### src/rtl/instr_fetch_unit.sv
// -----------------------------------------------------------------------------
// instr_fetch_unit
//
// Front-end reader for the instruction memory. Owns the fetch PC, drives the
// byte read address, samples the combinationally returned word into a small
// prefetch queue tagged with its PC, and hands entries to decode over a
// valid/ready handshake. Supports redirect (flush + refetch) and stops
// fetching once a halt opcode has been enqueued.
//
// Ports:
//   clk             in   system clock, rising edge
//   reset           in   synchronous, active-high reset
//   readAddress     out  byte address to instruction memory (= fetch PC)
//   readData        in   instruction word for readAddress (combinational)
//   instr_out       out  instruction at queue head
//   pc_out          out  byte address of instr_out
//   instr_valid     out  queue head holds a valid instruction
//   instr_ready     in   decode accepts the head this cycle
//   redirect        in   one-cycle pulse: flush and refetch from target
//   redirect_target in   new byte PC (bit 0 forced to 0)
//   halted          out  halt word fetched, fetching stopped
//   perf_fetched    out  saturating count of pushes      (FETCH_PERF_EN only)
//   perf_stall      out  saturating count of valid&!ready (FETCH_PERF_EN only)
//
// Optional feature macro: FETCH_PERF_EN
// -----------------------------------------------------------------------------
module instr_fetch_unit #(
   parameter int          DEPTH       = 2,
   parameter logic [15:0] RESET_PC    = 16'h0000,
   parameter logic [3:0]  HALT_OPCODE = 4'hE
) (
   input  logic        clk,
   input  logic        reset,
   output logic [15:0] readAddress,
   input  logic [15:0] readData,
   output logic [15:0] instr_out,
   output logic [15:0] pc_out,
   output logic        instr_valid,
   input  logic        instr_ready,
   input  logic        redirect,
   input  logic [15:0] redirect_target,
   output logic        halted
`ifdef FETCH_PERF_EN
   ,
   output logic [15:0] perf_fetched,
   output logic [15:0] perf_stall
`endif
);

   localparam int PW = $clog2(DEPTH);
   localparam int CW = $clog2(DEPTH + 1);

   logic [15:0]   pc_q;
   logic [15:0]   instr_mem_q [DEPTH];
   logic [15:0]   pc_mem_q    [DEPTH];
   logic [PW-1:0] rd_q, wr_q, rd_nxt;
   logic [CW-1:0] cnt_q;
   logic          halted_q;
   logic [15:0]   out_instr_q, out_pc_q;
   logic          full, pop, push;

   function automatic logic [PW-1:0] ptr_inc(input logic [PW-1:0] p);
      return (p == PW'(DEPTH - 1)) ? '0 : p + PW'(1);
   endfunction

   function automatic logic [15:0] sat_inc(input logic [15:0] x);
      return (x == 16'hFFFF) ? x : x + 16'd1;
   endfunction

   // Redirect overrides both queue operations; a head accepted in the
   // redirect cycle disappears with the flush rather than via a pop.
   always_comb begin
      full   = (cnt_q == CW'(DEPTH));
      pop    = (cnt_q != '0) && instr_ready && !redirect;
      push   = !halted_q && !redirect && (!full || pop);
      rd_nxt = ptr_inc(rd_q);
   end

   // Queue storage carries no reset: occupancy alone decides validity.
   always_ff @(posedge clk) begin
      if (push) begin
         instr_mem_q[wr_q] <= readData;
         pc_mem_q[wr_q]    <= pc_q;
      end
   end

   always_ff @(posedge clk) begin
      if (reset) begin
         pc_q        <= RESET_PC;
         rd_q        <= '0;
         wr_q        <= '0;
         cnt_q       <= '0;
         halted_q    <= 1'b0;
         out_instr_q <= 16'h0000;
         out_pc_q    <= 16'h0000;
      end else if (redirect) begin
         pc_q     <= redirect_target & 16'hFFFE;
         rd_q     <= '0;
         wr_q     <= '0;
         cnt_q    <= '0;
         halted_q <= 1'b0;
      end else begin
         if (push) begin
            wr_q <= ptr_inc(wr_q);
            pc_q <= pc_q + 16'd2;
            if (readData[15:12] == HALT_OPCODE) halted_q <= 1'b1;
         end
         if (pop) rd_q <= rd_nxt;
         unique case ({push, pop})
            2'b10:   cnt_q <= cnt_q + CW'(1);
            2'b01:   cnt_q <= cnt_q - CW'(1);
            default: cnt_q <= cnt_q;
         endcase
         // Head registers mirror the entry that will sit at the head after
         // this edge; when the queue drains they keep the last delivered
         // entry.
         if (pop) begin
            if (cnt_q >= CW'(2)) begin
               out_instr_q <= instr_mem_q[rd_nxt];
               out_pc_q    <= pc_mem_q[rd_nxt];
            end else if (push) begin
               out_instr_q <= readData;
               out_pc_q    <= pc_q;
            end
         end else if (cnt_q == '0 && push) begin
            out_instr_q <= readData;
            out_pc_q    <= pc_q;
         end
      end
   end

`ifdef FETCH_PERF_EN
   logic [15:0] perf_fetched_q, perf_stall_q;

   // Counters survive redirect; only reset clears them.
   always_ff @(posedge clk) begin
      if (reset) begin
         perf_fetched_q <= 16'h0000;
         perf_stall_q   <= 16'h0000;
      end else begin
         if (push) perf_fetched_q <= sat_inc(perf_fetched_q);
         if ((cnt_q != '0) && !instr_ready) perf_stall_q <= sat_inc(perf_stall_q);
      end
   end

   assign perf_fetched = perf_fetched_q;
   assign perf_stall   = perf_stall_q;
`endif

   assign readAddress = pc_q;
   assign instr_out   = out_instr_q;
   assign pc_out      = out_pc_q;
   assign instr_valid = (cnt_q != '0);
   assign halted      = halted_q;

endmodule
### config.mk
export PLATFORM = sky130hd
export DESIGN_NAME = instr_fetch_unit
export DESIGN_NICKNAME = d
export VERILOG_FILES = /design/src/rtl/instr_fetch_unit.sv
export SDC_FILE = /design/constraint.sdc
export NUM_CORES = 1
export LEC_CHECK = 0
export ABC_AREA = 1
export BUFFER_PORTS_ARGS = -buffer_cell sky130_fd_sc_hd__buf_2
export CORE_UTILIZATION = 53
export CTS_BUF_LIST = sky130_fd_sc_hd__clkbuf_8
export DETAILED_ROUTE_END_ITERATION = 12
export PLACE_DENSITY_LB_ADDON = 0.08
export RECOVER_POWER = 50
export SLEW_MARGIN = 30
export SYNTH_ARGS = -nofsm -noshare
export SYNTH_HDL_FRONTEND = slang
export SYNTH_SLANG_ARGS = --single-unit
### constraint.sdc
create_clock -name clk -period 2.5 [get_ports clk]
set_input_delay 0.125 -clock clk [delete_from_list [all_inputs] [get_ports clk]]
set_output_delay 0.125 -clock clk [all_outputs]
set_load 0.02 [all_outputs]
==> results.yml, run 1 <==
detailed_routing:
  via_per_inst: 4.89
  drt_iter0_markers: 210
  avgRoutedWirePerCell_um: 13.3
  detail-route-antenna-nets: 0
  wirelength_um: 12000
  first_pass_iters: 5
  vias: 4429
  drc: 0
synthesis:
  avgSynthCellArea_um2: 7.89
  yosys_warnings: 0
  yosysUniqueCellTypes: 31
  synth_top_cell_by_area: "edfxtp_1"
  synth_compound_area_frac: 0.0420
  syn_inst: 664
  synthSimpleGateAreaFrac: 0.314
  synth_top_family_by_area: "simple AND/OR/NAND/NOR gates"
  synth-xor-area-share: 0.00334
  synth_mux_area_frac: 0
  yosys-top-cells-area: "edfxtp_1 36%, nand2_1 20%, dfxtp_1 19%, nor2_1 6.0%, inv_1 4.4%"
  synth-seq-cells: 113
  synth_area_um2: 5240
  seq_area_frac_synth: 0.550
  synth_fa_ha_area_frac: 0.00239
  synth_top_area_frac: 0.355
clocking:
  ctsRootBufferMaster: "clkbuf_8"
  cts_tree: "done"
  cts_buffers: 17
  hold_buffers: 17
  clockBufferDepth: 2
  cts_num_sinks: 113
  clk_pin_slew_ps: 70
  cts.repair.resized: 0
  cts_setup_buffers: 0
  clock_latency_ps: 420
  htree_levels: 4
sta:
  finalHoldViolations: 0
  max_slew_margin: 0.421
  period_minus_slack_ps: 1940
  min_period_over_period: 0.774
  skew_ps: 10.5
  worst_pin_slew_ps: 868
  whs_ps: 37.6
  timing.final.ws_setup_ps: 564
  drv_slew: 0
  rsz0062_at_grt: "false"
  fmax_mhz: 517
  fin_setup_tns_ps: 0
  setup_viol: 0
global_route:
  grt_overflow_total: 0
  grt_max_degree: 63
  grt_pass1_vias: 4049
  grtUsageTotal: 0.252
  grt_pass1_wl_um: 19500
  antenna_found_initial: 0
layout:
  stdcell_area_um2: 6250
  layout-drive-gt1-share: 0.0888
  syn_to_final_growth_pct: 19.3
  fillers: 831
  antennaDiodeCount: 0
  fin_nets: 801
worst_setup_path:
  r2r-start: "cnt_q[1]"
  cp_data_arrival_time_ps: 2240
  reg2reg_to: "pc_out[11]"
  critPathMaxFanout: 44
  crit_type: "register to register"
  reg2reg_slack_ps: 560
  endpoint_kind: "register"
  critical_path_required_ps: 2800
  r2r_cells: 9
  cp-start-kind: "register"
  crit_start: "cnt_q[1]"
  crit_path_end: "pc_out[11]"
placement:
  place_congestion: 0.884
  dp_hpwl_um: 7750
  numPortBuffers: 82
  placed_area_um2: 5720
  dp_slack_ps: 626
power:
  p_total_mw: 4.51
  cellLeakagePower_nw: 2.80
  powerDensity_nw_per_um2: 722
  ir_drop_uv: 384
job:
  cap_violations: 0
status:
  run_status: "completed"
die:
  io_pins: 86
  die_w_um: 101
  std_cell_rows: 35
  die_area_um2: 10300
  coreArea_um2: 9420
  dieHeight_um: 101
  start_util: 0.556
min_path:
  hold_start: "redirect_target[2]"
  hold_path.class: "input pin to register"
-- per-stage QoR --
stage           util  std cells
3_3_place_gp   0.608        857
5_1_grt        0.664        906
4_1_cts        0.672        906
6_report       0.664        906
3_5_place_dp   0.608        857
2_1_floorplan      -        665
-- flip-flops by register name, summed over array words and instances (netlist names) --
register,cells
rd_q,1
pc_mem_q,30
instr_out,16
halted,1
wr_q,1
pc_out,15
cnt_q,2
instr_mem_q,32
readAddress,15
-- worst max-delay path, stage by stage, from the launching register on --
cell	delay, ps
dfxtp_1	330
inv_1	160
nand2_4	120
nand3_4	120
nor2_8	500
inv_4	230
nand2_1	110
nand2_1	70
nor2_1	120
nor2_1	60
-- report_power, final --
part           internal (mW)  switching (mW)  leakage [nW]
Sequential              2.08          0.0708          1.01
Clock                   1.11           0.754         0.226
Combinational          0.160           0.336          1.56
-- cell usage after synthesis, drive strengths merged --
master and instances:
nand3b 1, buf 18, nor2 85, a22oi 2, clkbuf 11, o21bai 2
conb 1, dfxtp 51, nand3 36, o221ai 1, nand4 4, clkinv 3
a21oi 15, o21ai 17, nand2 284, ha 1, xor2 2, inv 65
o211ai 2, edfxtp 62, a31oi 1
-- kinds of logic (layout without fill, tap and decap cells) --
logic type,count (synthesis),in the layout
AND/OR/NAND/NOR,410,410
AO/OA/AOI/OAI,40,40
other,1,2
flip-flops,113,113
buffers and inverters,97,209
adder cells (fa/ha/maj),1,1
XOR/XNOR,2,2
-- final cells by class --
cell class	instances	area, um2	share of cell area
Tap cell	129	161	0.0258
Timing Repair Buffer	109	586	0.0937
Clock inverter	14	189	0.0302
Clock buffer	18	248	0.0396
Inverter	68	263	0.0421
Multi-Input combinational cell	455	1920	0.307
Sequential cell	113	2880	0.461
-- placed cells by master, fill, tap and decap left out, types with 15 or more instances in the layout --
cell type      instances
a21oi_1               15
buf_2                 19
clkbuf_1              64
clkbuf_8              18
dfxtp_1               51
dlygate4sd3_1         17
edfxtp_1              62
inv_1                 64
nand2_1              282
nand3_1               34
nor2_1                82
o21ai_0               15
-- how the worst min path moves through the flow --
| stage | slack (ps) | cells after the start | end |
|---|---|---|---|
| floorplan | 190 | 1 | readAddress[10] |
| global placement | 330 | 1 | instr_mem_q[0][1] |
| detailed placement | 330 | 1 | instr_mem_q[0][4] |
| CTS | 20 | 3 | readAddress[2] |
| global route | 30 | 3 | readAddress[3] |
| finish | 40 | 3 | readAddress[2] |
-- metal layers --
metal  global-route usage  vias up  part of all wire
met5                    0        -                 0
met4               0.0970        0            0.0091
met3               0.0518       10             0.066
met2                0.401      145              0.47
met1                0.341     2000              0.46
li1                     -     2274                 -
Note: power is estimated with default switching activity, not from simulation.
==> run 2: changes to the inputs <==
- clock period: 2.5 -> 1.55 ns (I/O delays scaled with it)
==> results.yml, run 2 (synthesis gave the netlist of run 1 again) <==
worst_setup_path:
  endpoint_kind: "register"
  crit_path_top_delay_cell: "dfxtp_2"
  reg2reg_to: "instr_out[12]"
  cp-start-kind: "register"
  critical_path_required_ps: 1860
  critPathMaxFanout: 8
  r2r_cells: 8
  path_common_cell: "nor2_1"
  cp_data_arrival_time_ps: 1850
  reg2reg_slack_ps: 10
  crit_type: "register to register"
  critPathMaxStageDelay_ps: 350
  crit_chain: "inv_2, nand2_4, nand3_4, buf_4, nor2_4, o21ai_0, nor2_1, nor2_1"
  r2r-start: "cnt_q[0]"
sta:
  finalHoldViolations: 0
  skew_ps: 9.87
  setup_viol: 0
  drv_slew: 0
  rsz0062_at_grt: "true"
  period_minus_slack_ps: 1540
  fmax_mhz: 649
  min_period_over_period: 0.993
  whs_ps: 18.3
layout:
  layout_common_cells: "280 x nand2_1, 81 x nor2_1, 66 x buf_2, 62 x inv_1, 62 x edfxtp_1"
  antennaDiodeCount: 0
  syn_to_final_growth_pct: 26.8
  largest_reg_flops: 32
  fillers: 763
  layout-drive-gt1-share: 0.187
  final_common_cell: "nand2_1"
  fin_nets: 836
  largest-register: "instr_mem_q"
min_path:
  hold_start: "redirect_target[1]"
  worst_hold_path.endpoint: "readAddress[1]"
  min_path_cells: 3
  hold_path.class: "input pin to register"
die:
  die_w_um: 101
  dieHeight_um: 101
  coreArea_um2: 9420
  die_area_um2: 10300
  start_util: 0.556
  std_cell_rows: 35
  io_pins: 86
global_route:
  grt_pass1_vias: 4423
  grtUsageTotal: 0.272
  grt_overflow_total: 0
  grt_pass1_wl_um: 21000
  antenna_found_initial: 0
  grt_max_degree: 45
placement:
  dp_hpwl_um: 8470
  place_congestion: 0.845
  numPortBuffers: 82
power:
  p_total_mw: 7.11
  ir_drop_uv: 522
  cellLeakagePower_nw: 3.14
  powerDensity_nw_per_um2: 1070
detailed_routing:
  vias: 4679
  drt_iter0_markers: 197
  wirelength_um: 13200
  via_per_inst: 4.97
  drc: 0
  first_pass_iters: 6
  detail-route-antenna-nets: 0
  avgRoutedWirePerCell_um: 14.1
clocking:
  cts_tree: "done"
  clockBufferDepth: 2
  clock_latency_ps: 420
  htree_levels: 4
  ctsRootBufferMaster: "clkbuf_8"
  clk_pin_slew_ps: 70
  cts_buffers: 17
  cts_num_sinks: 113
status:
  run_status: "completed"
job:
  cap_violations: 0
[run 2: changes by cell type in the layout (fill, tap and decap cells not counted), sizes merged]
cell         previous run  this run
nor2                   85        86
clkinv                  8         9
buf                    28        99
clkbuf                 82        35
clkinvlp                1         3
dlygate4sd3            17        27
inv                    69        68
bufinv                  4         2
[run 2: routing by layer]
metal,global-route usage,vias up,share of wire
met1,0.368,2144,0.46
met4,0.0948,0,0.017
li1,-,2353,-
met5,0,-,0
met3,0.0518,22,0.060
met2,0.438,160,0.46
[run 2: worst max path at each step]
stage | start | to | depth (start not counted)
2_1_floorplan | halted | instr_mem_q[1][0] | 4
3_3_place_gp | cnt_q[0] | instr_out[0] | 9
3_5_place_dp | cnt_q[0] | instr_out[5] | 9
4_1_cts | cnt_q[0] | instr_out[5] | 9
5_1_grt | cnt_q[1] | instr_out[12] | 8
6_report | cnt_q[0] | instr_out[12] | 8
[run 2: repair_timing]
item,4_1_cts,5_1_grt
hold buffers,27,0
buffers inserted,0,3
endpoints found under the setup margin,0,32
endpoints found under the hold margin,48,0
gates resized for setup,0,8
[run 2: layout make-up]
| cell class | count | area [um2] | share of cell area |
|---|---|---|---|
| clock buffers | 18 | 248 | 0.0373 |
| clock inverters | 14 | 140 | 0.0211 |
| inverters | 68 | 263 | 0.0395 |
| multi-input cells | 456 | 1960 | 0.294 |
| flip-flops and latches | 113 | 2890 | 0.435 |
| well taps | 129 | 161 | 0.0243 |
| repair buffers | 143 | 987 | 0.149 |
[run 2: worst max-delay path: cells and delay by family, from the launching register on]
kind	cells	cell delay (ps)
AOI/OAI and AO/OA	1	130
and+or+nand+nor	5	700
DFF	1	350
buffers and inverters	2	250
[run 2: power breakdown]
group,internal [mW],switching [mW]
logic,0.356,0.589
registers,3.35,0.100
clock network,1.46,1.25
total,5.17,1.94
[run 2: stage by stage]
step	instances	area (um2)	TNS, ps	utilization	setup slack, ps
global placement	877	5930	0	0.630	98.8
detailed placement	877	5930	0	0.630	46.6
floorplan	665	5280	-1190	-	-35.2
global route	941	6650	-36.6	0.706	-15.3
CTS	936	6590	0	0.700	36.2
finish	941	6650	0	0.706	10.2
==> run 3: changes to the inputs <==
--- a/config.mk
+++ b/config.mk
@@ -8,6 +8,6 @@
 export ABC_AREA = 1
 export BUFFER_PORTS_ARGS = -buffer_cell sky130_fd_sc_hd__buf_2
-export CORE_UTILIZATION = 53
-export CTS_BUF_LIST = sky130_fd_sc_hd__clkbuf_8
+export CORE_ASPECT_RATIO = 1.4
+export CORE_UTILIZATION = 51
 export DETAILED_ROUTE_END_ITERATION = 12
 export PLACE_DENSITY_LB_ADDON = 0.08
==> constraint.sdc (replaced) <==
create_clock -name clk -period 1.55 [get_ports clk]
set_input_delay 0.155 -clock clk [delete_from_list [all_inputs] [get_ports clk]]
set_output_delay 0.155 -clock clk [all_outputs]
set_load 0.02 [all_outputs]
==> results.yml, run 3 (synthesis gave the netlist of run 1 again) <==
status:
  run_status: "completed"
worst_setup_path:
  critPathMaxFanout: 6
  crit_type: "register to register"
  crit_family: "simple AND/OR/NAND/NOR gates"
  critical_path_required_ps: 1840
  critPathMaxStageDelay_ps: 350
  reg2reg_to: "instr_out[4]"
  crit_path_top_delay_cell: "dfxtp_4"
  crit_chain: "inv_4, nand2_4, nand3_4, nor2_8, buf_4, buf_12, nand2_1, nand2_1, nor2_1, nor2_1"
  critical_path_depth: 10
  crit_start: "cnt_q[0]"
  path_buf_inv: 3
  cp-start-kind: "register"
  r2r-start: "cnt_q[0]"
  reg2reg_slack_ps: 50
  cp_data_arrival_time_ps: 1790
  r2r_cells: 10
  crit_path_end: "instr_out[4]"
  endpoint_kind: "register"
clocking:
  cts_tree: "done"
  ctsRootBufferMaster: "clkbuf_16"
  cts_num_sinks: 113
  clock_latency_ps: 400
  htree_levels: 4
  clk_pin_slew_ps: 50
  clockBufferDepth: 2
  cts_buffers: 17
detailed_routing:
  drc: 0
  via_per_inst: 4.94
  avgRoutedWirePerCell_um: 14.7
  first_pass_iters: 4
  drt_iter0_markers: 223
  wirelength_um: 13800
  vias: 4639
  detail-route-antenna-nets: 0
global_route:
  grt_max_degree: 37
  grt_pass1_vias: 4341
  grt_pass1_wl_um: 20700
  grt_overflow_total: 0
  antenna_found_initial: 0
  grtUsageTotal: 0.266
die:
  die_area_um2: 10700
  die_w_um: 87.7
  std_cell_rows: 43
  dieHeight_um: 122
  start_util: 0.526
  coreArea_um2: 9950
  io_pins: 86
layout:
  stdcell_area_um2: 6860
  final_common_cell: "nand2_1"
  layout-drive-gt1-share: 0.181
  antennaDiodeCount: 0
  fin_nets: 829
  largest_reg_flops: 32
  layoutNonFillerInstCount: 940
  syn_to_final_growth_pct: 31.0
  largest-register: "instr_mem_q"
  utilization: 0.689
  layout_common_cells: "280 x nand2_1, 79 x nor2_1, 62 x edfxtp_1, 61 x inv_1, 58 x buf_2"
power:
  cellLeakagePower_nw: 3.19
  intPower_mw: 6.29
  power.share.combinational: 0.118
  sw_frac_of_total: 0.242
  pwr-share-clk: 0.464
  ir_drop_uv: 800
  powerDensity_nw_per_um2: 1210
  seq_power_share: 0.418
  switchingPower_mw: 2.01
sta:
  fmax_mhz: 667
  whs_ps: 27.6
  finalHoldViolations: 0
  period_minus_slack_ps: 1500
  min_period_over_period: 0.967
  skew_ps: 6.57
  drv_slew: 0
  fin_setup_tns_ps: 0
  setup_viol: 0
placement:
  numPortBuffers: 82
  dp_cells: 886
  dp_hpwl_um: 9180
  placed_area_um2: 6000
  place_congestion: 0.839
min_path:
  min_path_cells: 3
  hold_path.class: "input pin to register"
job:
  cap_violations: 0
-- run 3: timing repair --
item / in CTS / in global routing
hold buffers: 15 / 1
setup buffers: 0 / 4
resized for setup: 0 / 16
setup endpoints to repair: 0 / 30
endpoints found under the hold margin: 30 / 2
-- run 3: cell type report --
| cell class | instances | area, um2 |
|---|---|---|
| Timing Repair Buffer | 136 | 946 |
| Sequential cell | 113 | 2890 |
| Clock buffer | 25 | 538 |
| Clock inverter | 7 | 67.6 |
| Multi-Input combinational cell | 456 | 1980 |
| Tap cell | 135 | 169 |
| Inverter | 68 | 270 |
| Fill cell | 854 | 3090 |
-- run 3: power by group through the flow --
stage / sequential [mW] / combinational (mW) / clock [mW]
6_report: 3.47 / 0.976 / 3.85
3_3_place_gp: 3.51 / 0.888 / 0
2_1_floorplan: 3.63 / 0.443 / 0
5_1_grt: 3.48 / 1.08 / 4.04
3_5_place_dp: 3.53 / 0.904 / 0
4_1_cts: 3.47 / 0.940 / 3.88
-- run 3: routing by layer --
metal / track usage / share of wire / vias up
li1: - / - / 2345
met1: 0.276 / 0.38 / 2165
met2: 0.514 / 0.57 / 110
met3: 0.0549 / 0.033 / 19
met4: 0.0932 / 0.016 / 0
met5: 0 / 0 / -
-- run 3: worst min path at each step --
stage,from,endpoint,slack (ps)
after detailed placement,readData[1],instr_mem_q[1][1],360
after floorplan,reset,readAddress[10],220
after global placement,readData[12],instr_mem_q[0][12],360
after global routing,redirect_target[6],readAddress[6],40
final,redirect_target[6],readAddress[6],30
after CTS,readData[13],instr_mem_q[1][13],0.4
-- run 3: through the flow --
| step | power [mW] | worst slack [ps] |
|---|---|---|
| after floorplan | 4.07 | -35.2 |
| after global routing | 8.60 | -6.39 |
| after detailed placement | 4.43 | 18.1 |
| after global placement | 4.40 | 54.1 |
| after CTS | 8.29 | 5.90 |
| final | 8.29 | 51.4 |
-- run 3: worst min-delay path, stage by stage --
cell,delay (ps)
buf_2,100
nand2_1,50
a31oi_1,70
